[src/rtl/sobel_pio_pkg.sv]
// Shared widths, command/status field positions, opcode and FSM state types for the Sobel PIO engine.
package sobel_pio_pkg;

    localparam int unsigned CMD_W  = 19;
    localparam int unsigned STS_W  = 11;
    localparam int unsigned PIX_W  = 8;
    localparam int unsigned N_PIX  = 9;
    localparam int unsigned WIN_W  = PIX_W * N_PIX;
    localparam int unsigned IDX_W  = 4;
    localparam int unsigned OP_W   = 2;
    localparam int unsigned GRAD_W = 11;
    localparam int unsigned ABS_W  = 10;
    localparam int unsigned MAG_W  = 12;

    localparam int unsigned CMD_REQ_BIT  = 18;
    localparam int unsigned CMD_OP_LSB   = 16;
    localparam int unsigned CMD_IDX_LSB  = 12;
    localparam int unsigned CMD_DATA_LSB = 0;

    localparam logic [IDX_W-1:0] IDX_MAX = IDX_W'(N_PIX - 1);

    typedef enum logic [OP_W-1:0] {
        OP_CLEAR = 2'b00,
        OP_WRITE = 2'b01,
        OP_START = 2'b10,
        OP_READ  = 2'b11
    } op_e;

    typedef enum logic [2:0] {
        S_IDLE  = 3'd0,
        S_EXEC  = 3'd1,
        S_CALC1 = 3'd2,
        S_CALC2 = 3'd3,
        S_CALC3 = 3'd4,
        S_ACKW  = 3'd5
    } state_e;

    // Status word as read back by the HPS: [10]ACK [9]BUSY [8]ERR [7:0]RESULT
    typedef struct packed {
        logic             ack;
        logic             busy;
        logic             err;
        logic [PIX_W-1:0] result;
    } sts_t;

    function automatic logic idx_valid(input logic [IDX_W-1:0] idx);
        return idx <= IDX_MAX;
    endfunction

endpackage

[src/rtl/sobel3x3_core.sv]
// Three-stage Sobel gradient pipeline: partial sums, absolute values, magnitude + output mapping.
// Output mapping selected by SOBEL_THRESHOLD_EN (binary edge map) or saturated magnitude by default.
module sobel3x3_core
    import sobel_pio_pkg::*;
#(
    parameter logic [PIX_W-1:0] THRESH = 8'd128
) (
    input  logic             i_clk,
    input  logic             i_rst,
    input  logic [WIN_W-1:0] i_win,
    input  logic             i_en1,
    input  logic             i_en2,
    output logic [PIX_W-1:0] o_result_c
);

    logic [PIX_W-1:0]         w_p [N_PIX];
    logic [ABS_W-1:0]         w_gx_pos, w_gx_neg, w_gy_pos, w_gy_neg;
    logic signed [GRAD_W-1:0] w_gx, w_gy;
    logic signed [GRAD_W-1:0] r_gx, r_gy;
    logic [ABS_W-1:0]         r_ax, r_ay;
    logic [MAG_W-1:0]         w_mag;

    always_comb begin
        for (int k = 0; k < int'(N_PIX); k++) begin
            w_p[k] = i_win[k*PIX_W +: PIX_W];
        end
    end

    // Each one-sided sum peaks at 1020, so 10 unsigned bits hold it exactly
    always_comb begin
        w_gx_pos = ABS_W'(w_p[2]) + (ABS_W'(w_p[5]) << 1) + ABS_W'(w_p[8]);
        w_gx_neg = ABS_W'(w_p[0]) + (ABS_W'(w_p[3]) << 1) + ABS_W'(w_p[6]);
        w_gy_pos = ABS_W'(w_p[6]) + (ABS_W'(w_p[7]) << 1) + ABS_W'(w_p[8]);
        w_gy_neg = ABS_W'(w_p[0]) + (ABS_W'(w_p[1]) << 1) + ABS_W'(w_p[2]);
        w_gx     = $signed({1'b0, w_gx_pos}) - $signed({1'b0, w_gx_neg});
        w_gy     = $signed({1'b0, w_gy_pos}) - $signed({1'b0, w_gy_neg});
    end

    always_ff @(posedge i_clk) begin
        if (i_rst) begin
            r_gx <= '0;
            r_gy <= '0;
            r_ax <= '0;
            r_ay <= '0;
        end else begin
            if (i_en1) begin
                r_gx <= w_gx;
                r_gy <= w_gy;
            end
            if (i_en2) begin
                r_ax <= r_gx[GRAD_W-1] ? ABS_W'(-r_gx) : ABS_W'(r_gx);
                r_ay <= r_gy[GRAD_W-1] ? ABS_W'(-r_gy) : ABS_W'(r_gy);
            end
        end
    end

    assign w_mag = MAG_W'(r_ax) + MAG_W'(r_ay);

`ifdef SOBEL_THRESHOLD_EN
    assign o_result_c = (w_mag >= MAG_W'(THRESH)) ? 8'hFF : 8'h00;
`else
    logic [PIX_W-1:0] w_unused_thresh;
    assign w_unused_thresh = THRESH;
    assign o_result_c = (w_mag > MAG_W'(255)) ? 8'hFF : w_mag[PIX_W-1:0];
`endif

endmodule

[src/rtl/sobel_pio_engine.sv]
// HPS command/compute stage: 4-phase REQ/ACK handshake, 3x3 window register file, Sobel launch.
// Build option SOBEL_THRESHOLD_EN selects the binary edge-map output of the core.
module sobel_pio_engine
    import sobel_pio_pkg::*;
#(
    parameter logic [PIX_W-1:0] THRESH   = 8'd128,
    parameter bit               REQ_SYNC = 1'b0
) (
    input  logic             clk_clk,
    input  logic             reset_reset,
    input  logic [CMD_W-1:0] cmd_word,
    output logic [STS_W-1:0] sts_word
);

    state_e           r_state, w_state_nxt;
    logic             w_req_raw, w_req;
    op_e              w_op, r_op;
    logic [IDX_W-1:0] w_idx, r_idx;
    logic [PIX_W-1:0] w_data, r_data;
    logic             w_unused_rsvd;

    logic             w_accept, w_exec, w_en1, w_en2, w_fin, w_release;
    logic [PIX_W-1:0] r_win [N_PIX];
    logic [WIN_W-1:0] w_win_flat;
    logic [PIX_W-1:0] w_core_res_c;

    logic             r_ack, r_busy, r_err;
    logic [PIX_W-1:0] r_result;
    sts_t             w_sts;

    assign w_req_raw     = cmd_word[CMD_REQ_BIT];
    assign w_op          = op_e'(cmd_word[CMD_OP_LSB +: OP_W]);
    assign w_idx         = cmd_word[CMD_IDX_LSB +: IDX_W];
    assign w_data        = cmd_word[CMD_DATA_LSB +: PIX_W];
    assign w_unused_rsvd = ^cmd_word[CMD_IDX_LSB-1 : CMD_DATA_LSB+PIX_W];

    // Optional REQ synchronizer; command fields are stable while REQ is high so only REQ is resynced
    generate
        if (REQ_SYNC) begin : g_req_sync
            logic r_req_s1, r_req_s2;
            always_ff @(posedge clk_clk) begin
                if (reset_reset) begin
                    r_req_s1 <= 1'b0;
                    r_req_s2 <= 1'b0;
                end else begin
                    r_req_s1 <= w_req_raw;
                    r_req_s2 <= r_req_s1;
                end
            end
            assign w_req = r_req_s2;
        end else begin : g_req_direct
            assign w_req = w_req_raw;
        end
    endgenerate

    always_ff @(posedge clk_clk) begin
        if (reset_reset) begin
            r_state <= S_IDLE;
        end else begin
            r_state <= w_state_nxt;
        end
    end

    always_comb begin
        w_state_nxt = r_state;
        w_accept    = 1'b0;
        w_exec      = 1'b0;
        w_en1       = 1'b0;
        w_en2       = 1'b0;
        w_fin       = 1'b0;
        w_release   = 1'b0;
        case (r_state)
            S_IDLE: begin
                if (w_req) begin
                    w_accept    = 1'b1;
                    w_state_nxt = S_EXEC;
                end
            end
            S_EXEC: begin
                w_exec      = 1'b1;
                w_state_nxt = (r_op == OP_START) ? S_CALC1 : S_ACKW;
            end
            S_CALC1: begin
                w_en1       = 1'b1;
                w_state_nxt = S_CALC2;
            end
            S_CALC2: begin
                w_en2       = 1'b1;
                w_state_nxt = S_CALC3;
            end
            S_CALC3: begin
                w_fin       = 1'b1;
                w_state_nxt = S_ACKW;
            end
            S_ACKW: begin
                if (!w_req) begin
                    w_release   = 1'b1;
                    w_state_nxt = S_IDLE;
                end
            end
            default: w_state_nxt = S_IDLE;
        endcase
    end

    always_ff @(posedge clk_clk) begin
        if (reset_reset) begin
            r_op   <= OP_CLEAR;
            r_idx  <= '0;
            r_data <= '0;
        end else if (w_accept) begin
            r_op   <= w_op;
            r_idx  <= w_idx;
            r_data <= w_data;
        end
    end

    always_ff @(posedge clk_clk) begin
        if (reset_reset) begin
            for (int i = 0; i < int'(N_PIX); i++) begin
                r_win[i] <= '0;
            end
        end else if (w_exec) begin
            if (r_op == OP_CLEAR) begin
                for (int i = 0; i < int'(N_PIX); i++) begin
                    r_win[i] <= '0;
                end
            end else if (r_op == OP_WRITE && idx_valid(r_idx)) begin
                r_win[r_idx] <= r_data;
            end
        end
    end

    always_comb begin
        for (int k = 0; k < int'(N_PIX); k++) begin
            w_win_flat[k*PIX_W +: PIX_W] = r_win[k];
        end
    end

    sobel3x3_core #(
        .THRESH (THRESH)
    ) u_core (
        .i_clk      (clk_clk),
        .i_rst      (reset_reset),
        .i_win      (w_win_flat),
        .i_en1      (w_en1),
        .i_en2      (w_en2),
        .o_result_c (w_core_res_c)
    );

    // ACK is raised on entry to ACKW so RESULT and ACK change on the same edge
    always_ff @(posedge clk_clk) begin
        if (reset_reset) begin
            r_ack    <= 1'b0;
            r_busy   <= 1'b0;
            r_err    <= 1'b0;
            r_result <= '0;
        end else begin
            if (w_accept) begin
                r_err  <= 1'b0;
                r_busy <= 1'b1;
            end
            if (w_exec) begin
                case (r_op)
                    OP_CLEAR: begin
                        r_result <= '0;
                        r_ack    <= 1'b1;
                    end
                    OP_WRITE: begin
                        r_err <= !idx_valid(r_idx);
                        r_ack <= 1'b1;
                    end
                    OP_READ: begin
                        if (idx_valid(r_idx)) begin
                            r_result <= r_win[r_idx];
                        end else begin
                            r_err <= 1'b1;
                        end
                        r_ack <= 1'b1;
                    end
                    default: ;
                endcase
            end
            if (w_fin) begin
                r_result <= w_core_res_c;
                r_ack    <= 1'b1;
            end
            if (w_release) begin
                r_ack  <= 1'b0;
                r_busy <= 1'b0;
            end
        end
    end

    always_comb begin
        w_sts.ack    = r_ack;
        w_sts.busy   = r_busy;
        w_sts.err    = r_err;
        w_sts.result = r_result;
    end

    assign sts_word = w_sts;

endmodule

[config.mk]
export PLATFORM = sky130hd
export DESIGN_NAME = sobel_pio_engine
export DESIGN_NICKNAME = d
export VERILOG_FILES = /design/src/rtl/sobel_pio_pkg.sv /design/src/rtl/sobel3x3_core.sv /design/src/rtl/sobel_pio_engine.sv
export SDC_FILE = /design/constraint.sdc
export NUM_CORES = 1
export LEC_CHECK = 0
export CORE_ASPECT_RATIO = 0.75
export CORE_MARGIN = 2
export CORE_UTILIZATION = 35
export DETAILED_ROUTE_END_ITERATION = 8
export GPL_ROUTABILITY_DRIVEN = 0
export PLACE_DENSITY = 0.47
export SLEW_MARGIN = 15
export SYNTH_ARGS = -nofsm -noshare
export SYNTH_HDL_FRONTEND = slang
export SYNTH_SLANG_ARGS = --single-unit
[constraint.sdc]
create_clock -name clk_clk -period 4.9 [get_ports clk_clk]
set_input_delay 0.98 -clock clk_clk [delete_from_list [all_inputs] [get_ports clk_clk]]
set_output_delay 0.98 -clock clk_clk [all_outputs]
set_load 0.05 [all_outputs]
Yosys cells after proc, flatten, opt, wreduce, memory -nomap -nowiden
Memories as Yosys holds them, arrays and structs flattened. A register that Yosys moved wholly into a read port is not among the register bits. Index checks and enable logic that the tools add are counted.

Memories: 1. Register bits after elaboration: 70. Input port bits: 21. Bits in writable memories: 72. Output and inout bits: 11. Word-level logic and storage cells: 112.

Memories: r_win (depth 9, width 8, rd ports 9, clocked after memory_dff 1, wr ports 9, RTL line sobel_pio_engine.sv:23) `logic [PIX_W-1:0] r_win [N_PIX];`.

Reduce and logical (&&, ||, !) cells: 13. Magnitude comparators: 2. Bitwise gates (word level): 9. Equality and inequality tests: 11. Add/sub/neg operators: 13. Multiplexer cells: 51.

Operator list (number): two-way mux 8 bit (14); adder 10 x 8 -> 10 bit (4); adder 8 x 9 -> 10 bit (4); two-way mux 1 bit (26); subtractor 10 x 10 -> 11 bit (2); two-way mux 10 bit (2); negation 10 bit (2); case mux 3 bit (6 select lines) (1); case mux 8 bit (2 select lines) (1); > comparator 12 x 8 -> 1 bit (second input constant) (1); two-way mux 4 bit (3); adder 10 x 10 -> 11 bit (1); two-way mux 3 bit (3); OR 1 bit (9); OR reduction 8 bit (1); equality test 3 x 2 -> 1 bit (second input constant) (2); equality test 3 bit (second input constant) (2); equality test 2 bit (second input constant) (2); less-or-equal comparator 4 bit (second input constant) (1); inequality test 2 bit (second input constant) (2); AND reduction 2 bit (2); nonzero test 2 bit (2); equality test 3 x 1 -> 1 bit (second input constant) (1); logical NOT 3 bit (1); 10 further kinds (10).

Logic depth before layout (Yosys ltp)
Gate-level depths: netlist of run 1.

Word-level depth: 9. Depth in mapped cells: 15. Gate-level depth less buffers: 15.

Hierarchy
A second synthesis of run 1 with hierarchy kept.

Cells, all modules: 998. Area total of the unflattened synthesis: 11608.6 µm².

Modules (own cells, without submodules): sobel_pio_engine (cells each 461, area each 6831.6 µm², times used 1, sequential area each 4484.3 µm²); sobel3x3_core (cells each 537, area each 4777.1 µm², times used 1, sequential area each 840.8 µm²).

Worst setup path after synthesis of run 1
OpenSTA, ideal clock, no wires.

Path type: register to register. Start point: mem r_win[8][2]. End point: reg u_core.r_gx[9]. Stages on the path, launching flop included: 15. Setup slack: 1307 ps. Buffers on the path: 0. Setup time: 120 ps. Data required time: 4780 ps. Arrival time: 3472 ps. Clock period less this slack: 3593 ps. Path through: edfxtp_1 inv_1 fa_1 inv_1 fa_1 inv_1 fa_1 inv_1 fa_1 a21o_1 a21oi_1 o21ai_0 o41ai_1 or4_1 nand3_1.

RTL lines: start: declaration (RTL line sobel_pio_engine.sv:23); end signal: assignment (RTL line sobel3x3_core.sv:47) `r_gx <= w_gx;`; end: declaration (RTL line sobel3x3_core.sv:19) `logic signed [GRAD_W-1:0] r_gx, r_gy;`.

==> run summary, run 1 <==
The flow ran to the end, and the final reports show no timing, DRC or antenna violations. The die covers between 0.03 and 0.04 mm². The synthesis-to-layout area growth is 14.8%.

The routed metal-1 wirelength is 14900 µm. The first-iteration detailed-routing DRC count is 465. The number of unique standard cell types used by synthesis came out at 65. The tightest slew margin relative to the limit is 40.8%. The share of synthesized area in the top cell type comes to approximately a third. The number of hold buffers added after CTS was 0. The tightest min-delay check is of the reg -> reg type. Yosys attributes the largest share of cell area to sky130_fd_sc_hd__edfxtp_1 (33%), sky130_fd_sc_hd__dfxtp_1 (13%), sky130_fd_sc_hd__fa_1 (11%). The static leakage power came out at between 5 and 6 nW. Counting flops with a built-in enable in the synthesized netlist gives 128.

The area of the mapped netlist is 0.0115 mm². The iteration count of the initial detailed-routing pass came out at 5. The post-synthesis area per instance came out at 11.3 µm². The TritonCTS buffer count came out at 23. The initial utilization of the core area, before any placement, comes to 35.5%. The number of core rows is 57. The commonest register cell after synthesis is sky130_fd_sc_hd__edfxtp_1. STA classifies the critical path startpoint as a flip-flop. sky130_fd_sc_hd__inv_1 is the most common cell in the netlist. The required time at the worst-slack endpoint is 5.31 ns. After routing the design area is 0.0132 mm². The post-placement cell area is 0.0124 mm². The total vias in the final route is ~7300.

The warning count from the yosys run is 0. The post-cts repair resize count is 0. Setup repair after global routing left no endpoint under its margin.

The initial antenna violation count is 0. The number of failing hold endpoints at the final stage came out at 0. The max-capacitance violation count came out at 0. The detailed route wirelength on metal3 came out at 1520 µm.

The share of total power dissipated in the clock network is between 30% and 40%. The category of the most critical setup path is reg -> reg. The count of nets left with antenna violations once routing finished came out at 0. The sum of negative setup slack is 0 ns. The number of post-CTS setup repair buffers is 0.

The final number of max-transition violations was 0. The final clock skew is around 0.030 ns. At the worst endpoint, the arrival time is 4.38 ns. The maximum fanout along the worst path is 3. The part of the total power dissipated in combinational logic is roughly 33%. The number of global-route vias before repair is roughly 7300. The total setup violations reported at the end of the flow is 0. Of all flip-flops after synthesis, the portion carrying an async set or reset was 0%. VDD sags by at most roughly 0.25 mV. The count of input and output buffers is 27. The instance count of the mapped netlist came out at 1015. After detailed routing, the number of vias per cell comes to 4.70.

The die height came out at roughly 160 µm. 0 antenna diodes ended up in the layout. In this run the clock root is driven by a sky130_fd_sc_hd__clkbuf_16. The total half-perimeter wirelength after legalization and detailed placement came out at 21100 µm. The capturing element type of the critical path is a flip-flop.

The fraction of layout instances using a drive strength above 1 came out at between 7 and 8%. Net switching is 33.3% of the power. The global-route total usage across every layer is 17.4%. Sequential elements use 46.4% of the synthesized area. The CTS tree is built. For the pin with the worst max-slew slack, the measured transition is 0.881 ns. In the synthesized netlist, the cells that appear most often are sky130_fd_sc_hd__inv_1 (150), sky130_fd_sc_hd__edfxtp_1 (128), sky130_fd_sc_hd__nand2_1 (90), sky130_fd_sc_hd__dfxtp_1 (74), sky130_fd_sc_hd__fa_1 (63). In this run the number of H-tree levels came out at 1.

In this run the power density over the cells is 444 mW/mm². The core footprint came out at 0.0323 mm². The maximum number of pins on one net before global-route repair came out at slightly below 60. Clock latency on the worst-skew pair, taken at its later pin, is 0.55 ns. The horizontal die dimension came out at 213 µm. The minimum clock period came out at 3.97 ns. The net switching power came out at 1.95 mW.

The global-route wire length before repair is 44100 µm. The slack of the worst reg-to-reg path came out at 0.93 ns. The final net count came out at 1207.

The highest metal layer carrying signal wires in the routed design is met4. The final critical-path share of the clock period is 81.1%. The part of the total power dissipated in sequential elements is 34.9%. The total grt overflow is 0. After detailed routing, the met2 layer carries 11600 µm of wire. Of all cell types, the one taking the most synthesized area is sky130_fd_sc_hd__edfxtp_1. The post-route DRC violation count came out at 0.

After clock tree synthesis, the clock-pin slew on the worst setup and hold paths is 0.06 ns. The clock net in this run drives a total of just over 200 sinks. The total internal power is 3.91 mW.

The worst-case clock buffer depth is 3. Summed over all layers, the routed wires come to 28600 µm. The number of synthesized register bits is roughly 200. After detailed routing, the average wire length per cell comes to 18.5 µm.

In this run the count of I/O pins placed on the die edge is 32. Timing would allow up to between 200 and 300 MHz.
-- area by class of cell --
class	count	area [µm²]
Clock buffer	24	579
Fill cell	3115	19100
Timing Repair Buffer	40	363
Tap cell	442	553
Multi-Input combinational cell	670	5560
Inverter	150	563
Clock inverter	18	230
Sequential cell	202	5330
-- layer usage --
layer	global-route usage, %	vias up
li1	-	3577
met1	26.8	3532
met4	3.66	0
met2	24.6	135
met3	4.05	25
met5	0	-
-- path summary, 6_finish.rpt --
kind / from / end / cells after the start
worst max-delay path: r_win[0][2]$_SDFFCE_PN0P_ / u_core.r_gx[9]$_SDFFE_PP0P_ / 13
worst min-delay path: u_core.r_ay[0]$_SDFFE_PP0N_ / u_core.r_ay[0]$_SDFFE_PP0N_ / 2
worst max register to register: r_win[0][2]$_SDFFCE_PN0P_ / u_core.r_gx[9]$_SDFFE_PP0P_ / 13
worst min register to register: u_core.r_ay[0]$_SDFFE_PP0N_ / u_core.r_ay[0]$_SDFFE_PP0N_ / 2
-- worst max-delay path: stages, from the launching register on --
cell	delay [ns]
sky130_fd_sc_hd__edfxtp_1	0.41
sky130_fd_sc_hd__inv_1	0.13
sky130_fd_sc_hd__fa_1	0.46
sky130_fd_sc_hd__fa_1	0.54
sky130_fd_sc_hd__inv_1	0.05
sky130_fd_sc_hd__fa_1	0.52
sky130_fd_sc_hd__inv_1	0.06
sky130_fd_sc_hd__fa_1	0.46
sky130_fd_sc_hd__a21o_1	0.18
sky130_fd_sc_hd__a21oi_1	0.29
sky130_fd_sc_hd__o21ai_0	0.15
sky130_fd_sc_hd__o41ai_1	0.35
sky130_fd_sc_hd__or4_1	0.17
sky130_fd_sc_hd__nand3_1	0.06
-- power groups by stage --
stage	Combinational (mW)	Sequential [mW]	Clock, mW
global route	2.23	2.06	1.97
finish	1.94	2.04	1.87
global placement	1.96	2.08	0
floorplan	1.49	2.06	0
CTS	1.97	2.04	1.91
detailed placement	1.96	2.08	0
-- sequential cells by signal, indices dropped and copies added, names as in the netlist, named ones only --
register,cells
u_core.r_ay,10
r_state,3
r_busy,1
r_ack,1
r_result,8
r_idx,4
u_core.r_ax,10
r_op,2
u_core.r_gy,11
r_data,8
r_err,1
r_win,128
u_core.r_gx,11
-- layout by cell type, fill, tap and decap left out, types with 9 or more instances in the layout --
| cell | instances |
|---|---|
| sky130_fd_sc_hd__xor2_1 | 17 |
| sky130_fd_sc_hd__dfxtp_1 | 72 |
| sky130_fd_sc_hd__nand3_1 | 10 |
| sky130_fd_sc_hd__mux4_1 | 13 |
| sky130_fd_sc_hd__mux2i_1 | 13 |
| sky130_fd_sc_hd__ha_1 | 36 |
| sky130_fd_sc_hd__xnor2_1 | 11 |
| sky130_fd_sc_hd__fa_1 | 63 |
| sky130_fd_sc_hd__nand2_1 | 90 |
| sky130_fd_sc_hd__nor2_1 | 47 |
| sky130_fd_sc_hd__nor2b_1 | 12 |
| sky130_fd_sc_hd__mux4_2 | 19 |
| sky130_fd_sc_hd__a21oi_1 | 50 |
| sky130_fd_sc_hd__clkdlybuf4s50_1 | 26 |
| sky130_fd_sc_hd__o31ai_1 | 9 |
| sky130_fd_sc_hd__a211oi_1 | 32 |
| sky130_fd_sc_hd__clkbuf_16 | 23 |
| sky130_fd_sc_hd__and2_1 | 59 |
| sky130_fd_sc_hd__o21ai_0 | 18 |
| sky130_fd_sc_hd__nor3_1 | 14 |
| sky130_fd_sc_hd__and3_1 | 21 |
| sky130_fd_sc_hd__conb_1 | 56 |
| sky130_fd_sc_hd__inv_1 | 150 |
| sky130_fd_sc_hd__nand2b_1 | 13 |
| sky130_fd_sc_hd__buf_4 | 13 |
| sky130_fd_sc_hd__edfxtp_1 | 128 |
-- kinds of logic (layout without fill, tap and decap cells) --
kind of cell               count (synthesis)  count (layout)  share of synthesized area (%)
adders and majority gates                 99              99                           14.9
buffers and inverters                    198             232                           7.03
xor gates and xnor gates                  28              28                           2.14
AOI/OAI and AO/OA                        149             149                           8.56
muxes                                     47              47                           8.03
DFF                                      202             202                           46.4
and+or+nand+nor                          291             291                           12.9
other                                      1              56                         0.0327
-- per-stage QoR --
stage	util [%]	power, mW	worst slack [ns]	cells	hold slack, ns
2_1_floorplan	-	3.54	1.31	1070	0.440
3_3_place_gp	38.3	4.04	0.887	1504	0.453
3_5_place_dp	38.3	4.04	0.898	1504	0.456
4_1_cts	40.8	5.93	0.865	1546	0.465
5_1_grt	40.8	6.26	0.578	1546	0.491
6_report	40.8	5.85	0.926	1546	0.462
Power figures use the tool's default switching activity.
==> run 2, diff against run 1 <==
clock period = 4.1 ns   (was 4.9 ns; I/O delays follow)
==> run 2 against run 1 <==
Effect of this change:
- count of clock-buffer cells in the layout is 2 higher
- register-to-register slack got worse by 0.73 ns
- largest power group unchanged
- largest cell class unchanged
- die area did not move
- worst setup slack lost 0.73 ns
- global-route usage increased by 0.15 points
- critical path depth stayed put
- via count rose by 0.84%
- critical path type unchanged
- sequential power grew 20%
- final area shrank 0.14%
- combinational power is 21% higher
- utilization shrank 0.058 points
- sequential cell count unchanged
==> run summary, run 2 (synthesis gave the netlist of run 1 again) <==
In this run the worst hold path is classified as reg -> reg. The worst-case clock buffer depth came out at 3 (unchanged). The number of hold buffers added after CTS is 0 (unchanged). The total vias in the final route is 7330 (+0.84%).

The arrival time reported for the critical path endpoint came out at 4.30 ns (-0.08 ns). The final number of max-transition violations is 0 (unchanged). Clock tree synthesis selected as its root buffer the cell sky130_fd_sc_hd__clkbuf_16. The global-route wire length before repair came out at 44500 µm (+0.95%). The minimum clock period is 3.90 ns (-0.0723 ns). The die outline area came out at 0.0343 mm² (unchanged). The maximum level of the CTS H-tree is 1 (unchanged). Counting stages on the worst path, the most repeated cell is sky130_fd_sc_hd__fa_1.

The iteration count of the initial detailed-routing pass is 4 (-1). The critical path is of the reg -> reg type. The most common library cell in the layout ignoring fill and taps is sky130_fd_sc_hd__inv_1.

The final non-filler cell total came out at 1552 (+0.39%). The core footprint was 0.0323 mm² (unchanged). The CTS tree is built.

The CTS sink count is 202 (unchanged). The highest attainable clock frequency is 256 MHz (+1.9%). The number of buffers and inverters on the critical path came out at 3 (unchanged).

Setup repair after global routing left no endpoint under its margin. The fraction of layout instances using a drive strength above 1 came to 7.57% (+0.32 points). The clock transition at the registers of the reported paths came out at 0.06 ns (about the same).

The initial antenna violation count came to 0 (unchanged). The antenna diode count came out at 0 (unchanged). The horizontal die dimension is 213 µm (unchanged). In the final layout, the registers with the most flip-flops are r_win: 128 flops, u_core.r_gx: 11 flops, u_core.r_gy: 11 flops.

The element type at the critical path start is a flip-flop. The worst setup path is captured at a flip-flop. The signal on the critical path passes through inv_1, fa_1, fa_1, inv_1, fa_1, inv_1, fa_1, a21o_1, a21oi_1, a2bb2oi_1, nor2b_1, xor2_1, o31ai_1. The family with the most delay on the worst path is adder cells.

The setup slack after placement came to 0.197 ns (-0.701 ns). The final critical-path share of the clock period is 95.2% (+14 points). The total half-perimeter wirelength after legalization and detailed placement is 21300 µm (+1.1%). The flip-flop count of the largest register after layout came out at 128 (unchanged). The total setup violations reported at the end of the flow was 0 (unchanged). The total of fill cells in the finished design is 3165 (+1.6%). The required time at the worst-slack endpoint was 4.50 ns (-0.81 ns). The total power density per cell area came out at 520 mW/mm² (+17%). The number of post-CTS setup repair buffers is 0 (unchanged).

The worst stage delay on the critical path came out at 0.54 ns (about the same). The latest clock arrival within the worst-skew pair is 0.55 ns (about the same). The wire length reported by the detailed router was 28600 µm (+0.16%). The slew of the pin with the lowest slew margin came out at 0.826 ns (-0.0555 ns).

The run finished with clean final reports. Counting flops per register, the top entry is r_win. The sum of negative setup slack is 0 ns (unchanged).

The maximum number of pins on one net before global-route repair came out at 42 (-28%). The worst-case vdd ir drop is 0.257 mV (+2.8%). The tightest slew margin relative to the limit is 45.0% (+4.2 points). The post-cts repair resize count is 0 (unchanged). The effective utilization at floorplan came out at 35.5% (unchanged). The maximum fanout along the worst path came out at 2 (-1). The area used by sequential logic in the layout is 0.00533 mm² (about the same).

The total grt overflow was 0 (unchanged). The static leakage power came out at 5.28 nW (about the same). The wire length per cell is 18.4 µm (-0.22%). The count of input and output buffers is 27 (unchanged). The cell count after placement came out at 1510 (+0.40%). The critical-path cell with the highest stage delay is sky130_fd_sc_hd__fa_1. The post-route antenna net violation count came out at 0 (unchanged). In the layout the commonest cells are sky130_fd_sc_hd__inv_1 (150), sky130_fd_sc_hd__edfxtp_1 (128), sky130_fd_sc_hd__nand2_1 (90). The final clock skew came out at 0.0262 ns (-0.00404 ns).

The first-iteration detailed-routing DRC count was 573 (+23%). The die height came out at 161 µm (unchanged). The max-capacitance violation count was 0 (unchanged). The average via count per standard cell was 4.72 (+0.45%).

The post-route DRC violation count is 0 (unchanged). The global-route total usage across every layer is 17.5% (+0.15 points). The synthesis-to-layout area growth is 14.6%. The number of core rows came out at 57 (unchanged). The final net count is 1213 (+0.50%). The number of failing hold endpoints at the final stage came out at 0 (unchanged). The number of global-route vias before repair came out at 7450 (+2.2%). The area of combinational cells with multiple inputs came out at 0.00557 mm² (+0.14%).

The number of primary I/O pins is 32 (unchanged). The TritonCTS buffer count is 23 (unchanged). The fraction of the core area covered by cells at the end of the flow came out at 40.7% (-0.058 points). The minimum setup slack in the final design came to 0.198 ns (-0.728 ns).
## run 2: final timing paths
check | from | to | slack [ns] | cells after the start
worst max-delay path | r_win[0][2]$_SDFFCE_PN0P_ | u_core.r_gy[7]$_SDFFE_PP0P_ | 0.20 | 13
worst min-delay path | u_core.r_ay[0]$_SDFFE_PP0N_ | u_core.r_ay[0]$_SDFFE_PP0N_ | 0.47 | 2
worst max register to register | r_win[0][2]$_SDFFCE_PN0P_ | u_core.r_gy[7]$_SDFFE_PP0P_ | 0.20 | 13
worst min register to register | u_core.r_ay[0]$_SDFFE_PP0N_ | u_core.r_ay[0]$_SDFFE_PP0N_ | 0.47 | 2
## run 2: through the flow
step | power [mW] | cell area, µm² | hold WS [ns]
global route | 7.32 | 13200 | 0.497
CTS | 6.91 | 13100 | 0.472
global placement | 4.84 | 12400 | 0.454
finish | 6.85 | 13200 | 0.469
floorplan | 4.24 | 11700 | 0.440
detailed placement | 4.83 | 12400 | 0.460
## run 2: where the power goes
part,total [mW],switching [mW],internal (mW)
logic,2.35,1.32,1.03
registers,2.44,0.121,2.32
clock network,2.06,0.881,1.18
## run 2: final cells by class
cell class	count	share of cell area (%)
clock buffers	26	4.54
clock inverters	16	1.08
inverters	150	4.28
multi-input cells	670	42.3
flip-flops and latches	202	40.5
well taps	442	4.20
repair buffers	46	3.10
## run 2: worst min-delay path: cells and delay by family (launching register included)
kind | cells | cell delay (ns)
AND/OR/NAND/NOR | 1 | 0.05
AO/OA/AOI/OAI | 1 | 0.05
flip-flops | 1 | 0.31
## run 2: per-layer routing
layer	up-vias	global-route usage, %	share of wire (%)
met5	-	0	0
met3	34	3.77	4.9
met2	129	25.0	41
met4	0	3.66	1.6
met1	3562	27.1	52
li1	3605	-	-
==> run 3, diff against run 2 <==
clock period = 3.95 ns   (was 4.1 ns; I/O delays follow)
==> run 3 against run 2 <==
Effect of this change:
- worst hold slack worse by 0.010 ns
- global-route usage fell by 0.40 points
- largest cell class unchanged
- power increased by 2.9%
- die area unchanged
- highest routed layer unchanged
- register-to-register slack worse by 0.05 ns
- sequential share of layout area is 0.061 points lower
- clock power down 6%
==> run summary, run 3 (synthesis gave the netlist of run 1 again) <==
The overall power was 7.05 mW (+2.9%). The global-route wire length before repair is 43800 µm (-1.8%). The first-iteration detailed-routing DRC count came out at 503 (-12%).

The final hold slack came out at 0.459 ns (-0.0100 ns). The global-route total usage across every layer came out at 17.1% (-0.40 points). The post-route antenna net violation count came out at 0 (unchanged).

The number of core rows came out at 57 (unchanged). The maximum number of pins on one net before global-route repair came out at 66 (+57%). The die outline area is 0.0343 mm² (unchanged).

The average via count per standard cell came out at 4.71 (-0.25%). The total power density per cell area came to 535 mW/mm² (+2.8%). CTS placed an instance of sky130_fd_sc_hd__clkbuf_16 at the clock tree root.

The effective utilization at floorplan came out at 35.5% (unchanged). The iteration count of the initial detailed-routing pass was 6 (+2). The total internal power is 4.66 mW (+2.9%). The final clock skew is 0.0176 ns (-0.00857 ns).

The final number of max-transition violations came out at 0 (unchanged). The worst setup path is captured at a flip-flop. The area growth from synthesis to layout is 14.8%.

The flow ran to the end, and the final reports show no timing, DRC or antenna violations. The total grt overflow is 0 (unchanged). The fraction of layout instances using a drive strength above 1 came to 8.00% (+0.43 points). The maximum level of the CTS H-tree came out at 1 (unchanged). The horizontal die dimension came out at 213 µm (unchanged). The max-capacitance violation count is 0 (unchanged). The wire length reported by the detailed router is 28200 µm (-1.5%). The library cells used most frequently in the layout, excluding fill and tap cells, are sky130_fd_sc_hd__inv_1 (150), sky130_fd_sc_hd__edfxtp_1 (128), sky130_fd_sc_hd__nand2_1 (90).

The antenna diode count came to 0 (unchanged). The slew of the pin with the lowest slew margin was 0.874 ns (+0.0479 ns). The worst-case clock buffer depth is 3 (unchanged).

The flip-flop count of the largest register after layout came to 128 (unchanged). The highest attainable clock frequency came to 263 MHz (+2.6%). The wire length per cell is 18.1 µm (-1.7%). TritonCTS built the clock tree. The required time at the worst-slack endpoint was 4.33 ns (-0.17 ns). The category of the most critical setup path is reg -> reg.

The number of failing hold endpoints at the final stage was 0 (unchanged). The arrival time reported for the critical path endpoint is 4.18 ns (-0.12 ns). The switching portion of total power came out at 33.9% (about the same). The worst-case vdd ir drop was 0.238 mV (-7.2%). The static leakage power is 5.28 nW (+0.12%). The number of primary I/O pins came to 32 (unchanged). The die height came out at 161 µm (unchanged). The latest clock arrival within the worst-skew pair came out at 0.52 ns (-0.03 ns).

More flip-flops sit in one register than any other, and that register is r_win. The net switching power came out at 2.39 mW (+2.9%). The final critical-path share of the clock period is 96.3% (+1.1 points). The library cell used most frequently in the layout, excluding fill and tap cells, is sky130_fd_sc_hd__inv_1. The post-route DRC violation count is 0 (unchanged). The maximum fanout along the worst path is 2 (unchanged). The total vias in the final route is 7326 (-0.055%). The TritonCTS buffer count is 22 (-4.3%). The number of global-route vias before repair is 7451 (+0.013%). The CTS sink count is 202 (unchanged). The clock transition at the registers of the reported paths came out at 0.06 ns (about the same).

Setup repair after global routing left no endpoint under its margin. The count of input and output buffers is 27 (unchanged). The part of the total power dissipated in combinational logic is 36.6% (+2.3 points). The tightest slew margin relative to the limit came out at 41.7% (-3.3 points). The tightest min-delay check is of the reg -> reg type. The total setup violations reported at the end of the flow came out at 0 (unchanged). The sum of negative setup slack was 0 ns (unchanged).

The largest registers in the layout are r_win: 128 flops, u_core.r_gx: 11 flops, u_core.r_gy: 11 flops. The relative contribution of the clock network to total power is 27.5% (-2.6 points). The minimum clock period came out at 3.80 ns (-0.0996 ns). The total half-perimeter wirelength after legalization and detailed placement came to 21200 µm (-0.77%). The final net count came out at 1217 (+0.33%).

The initial antenna violation count came out at 0 (unchanged). The core footprint is 0.0323 mm² (unchanged). The fraction of the core area covered by cells at the end of the flow came out at 40.8% (+0.062 points). The element type at the critical path start is a flip-flop. The part of the total power dissipated in sequential elements came out at 35.8% (+0.2 points). The number of hold buffers added after CTS is 0 (unchanged).
[run 3: routing by layer]
| metal | track usage (%) | up-vias | wire (µm) |
|---|---|---|---|
| met5 | 0 | - | 0 |
| met4 | 5.18 | 0 | 818 |
| met1 | 25.6 | 3538 | 14600 |
| li1 | - | 3604 | - |
| met2 | 24.1 | 132 | 11300 |
| met3 | 4.46 | 52 | 1470 |
[run 3: area by class of cell]
| cell class | instances | area, µm² |
|---|---|---|
| clock buffer | 26 | 576 |
| inverter | 150 | 563 |
| tap | 442 | 553 |
| sequential | 202 | 5330 |
| timing repair buffer | 51 | 470 |
| multi-input combinational | 670 | 5590 |
| fill | 3101 | 19100 |
| clock inverter | 14 | 96.3 |
[run 3: per-stage QoR]
step / cells / worst slack (ns) / cell area, µm²
2_1_floorplan: 1070 / 0.357 / 11700
3_3_place_gp: 1515 / 0.0719 / 12500
3_5_place_dp: 1515 / 0.0726 / 12500
4_1_cts: 1555 / 0.0788 / 13100
5_1_grt: 1555 / 0.0103 / 13200
6_report: 1555 / 0.147 / 13200
[run 3: critical path, stage by stage (launching register included)]
cell	delay, ns
sky130_fd_sc_hd__edfxtp_1	0.45
sky130_fd_sc_hd__inv_1	0.11
sky130_fd_sc_hd__fa_1	0.44
sky130_fd_sc_hd__fa_1	0.54
sky130_fd_sc_hd__inv_1	0.05
sky130_fd_sc_hd__fa_1	0.54
sky130_fd_sc_hd__inv_1	0.07
sky130_fd_sc_hd__fa_1	0.44
sky130_fd_sc_hd__a21o_1	0.16
sky130_fd_sc_hd__a21oi_1	0.25
sky130_fd_sc_hd__a2bb2oi_2	0.19
sky130_fd_sc_hd__nor2b_1	0.17
sky130_fd_sc_hd__xor2_1	0.16
sky130_fd_sc_hd__o31ai_1	0.07
[run 3: repair_timing]
action,4_1_cts,5_1_grt
setup buffers,0,0
resized for setup,0,5
endpoints found under the setup margin,0,6
[run 3: power groups by stage]
stage / Combinational [mW] / Clock [mW] / Sequential [mW]
4_1_cts: 2.51 / 2.00 / 2.53
3_5_place_dp: 2.50 / 0 / 2.57
3_3_place_gp: 2.50 / 0 / 2.57
5_1_grt: 2.91 / 2.09 / 2.55
6_report: 2.58 / 1.94 / 2.53
2_1_floorplan: 1.85 / 0 / 2.55
[run 3: final timing paths]
path,startpoint,endpoint,slack [ns],cells after the start
worst max-delay path,r_win[1][1]$_SDFFCE_PN0P_,u_core.r_gy[7]$_SDFFE_PP0P_,0.15,13
worst max register to register,r_win[1][1]$_SDFFCE_PN0P_,u_core.r_gy[7]$_SDFFE_PP0P_,0.15,13
worst min register to register,u_core.r_ay[0]$_SDFFE_PP0N_,u_core.r_ay[0]$_SDFFE_PP0N_,0.46,2
worst min-delay path,u_core.r_ay[0]$_SDFFE_PP0N_,u_core.r_ay[0]$_SDFFE_PP0N_,0.46,2
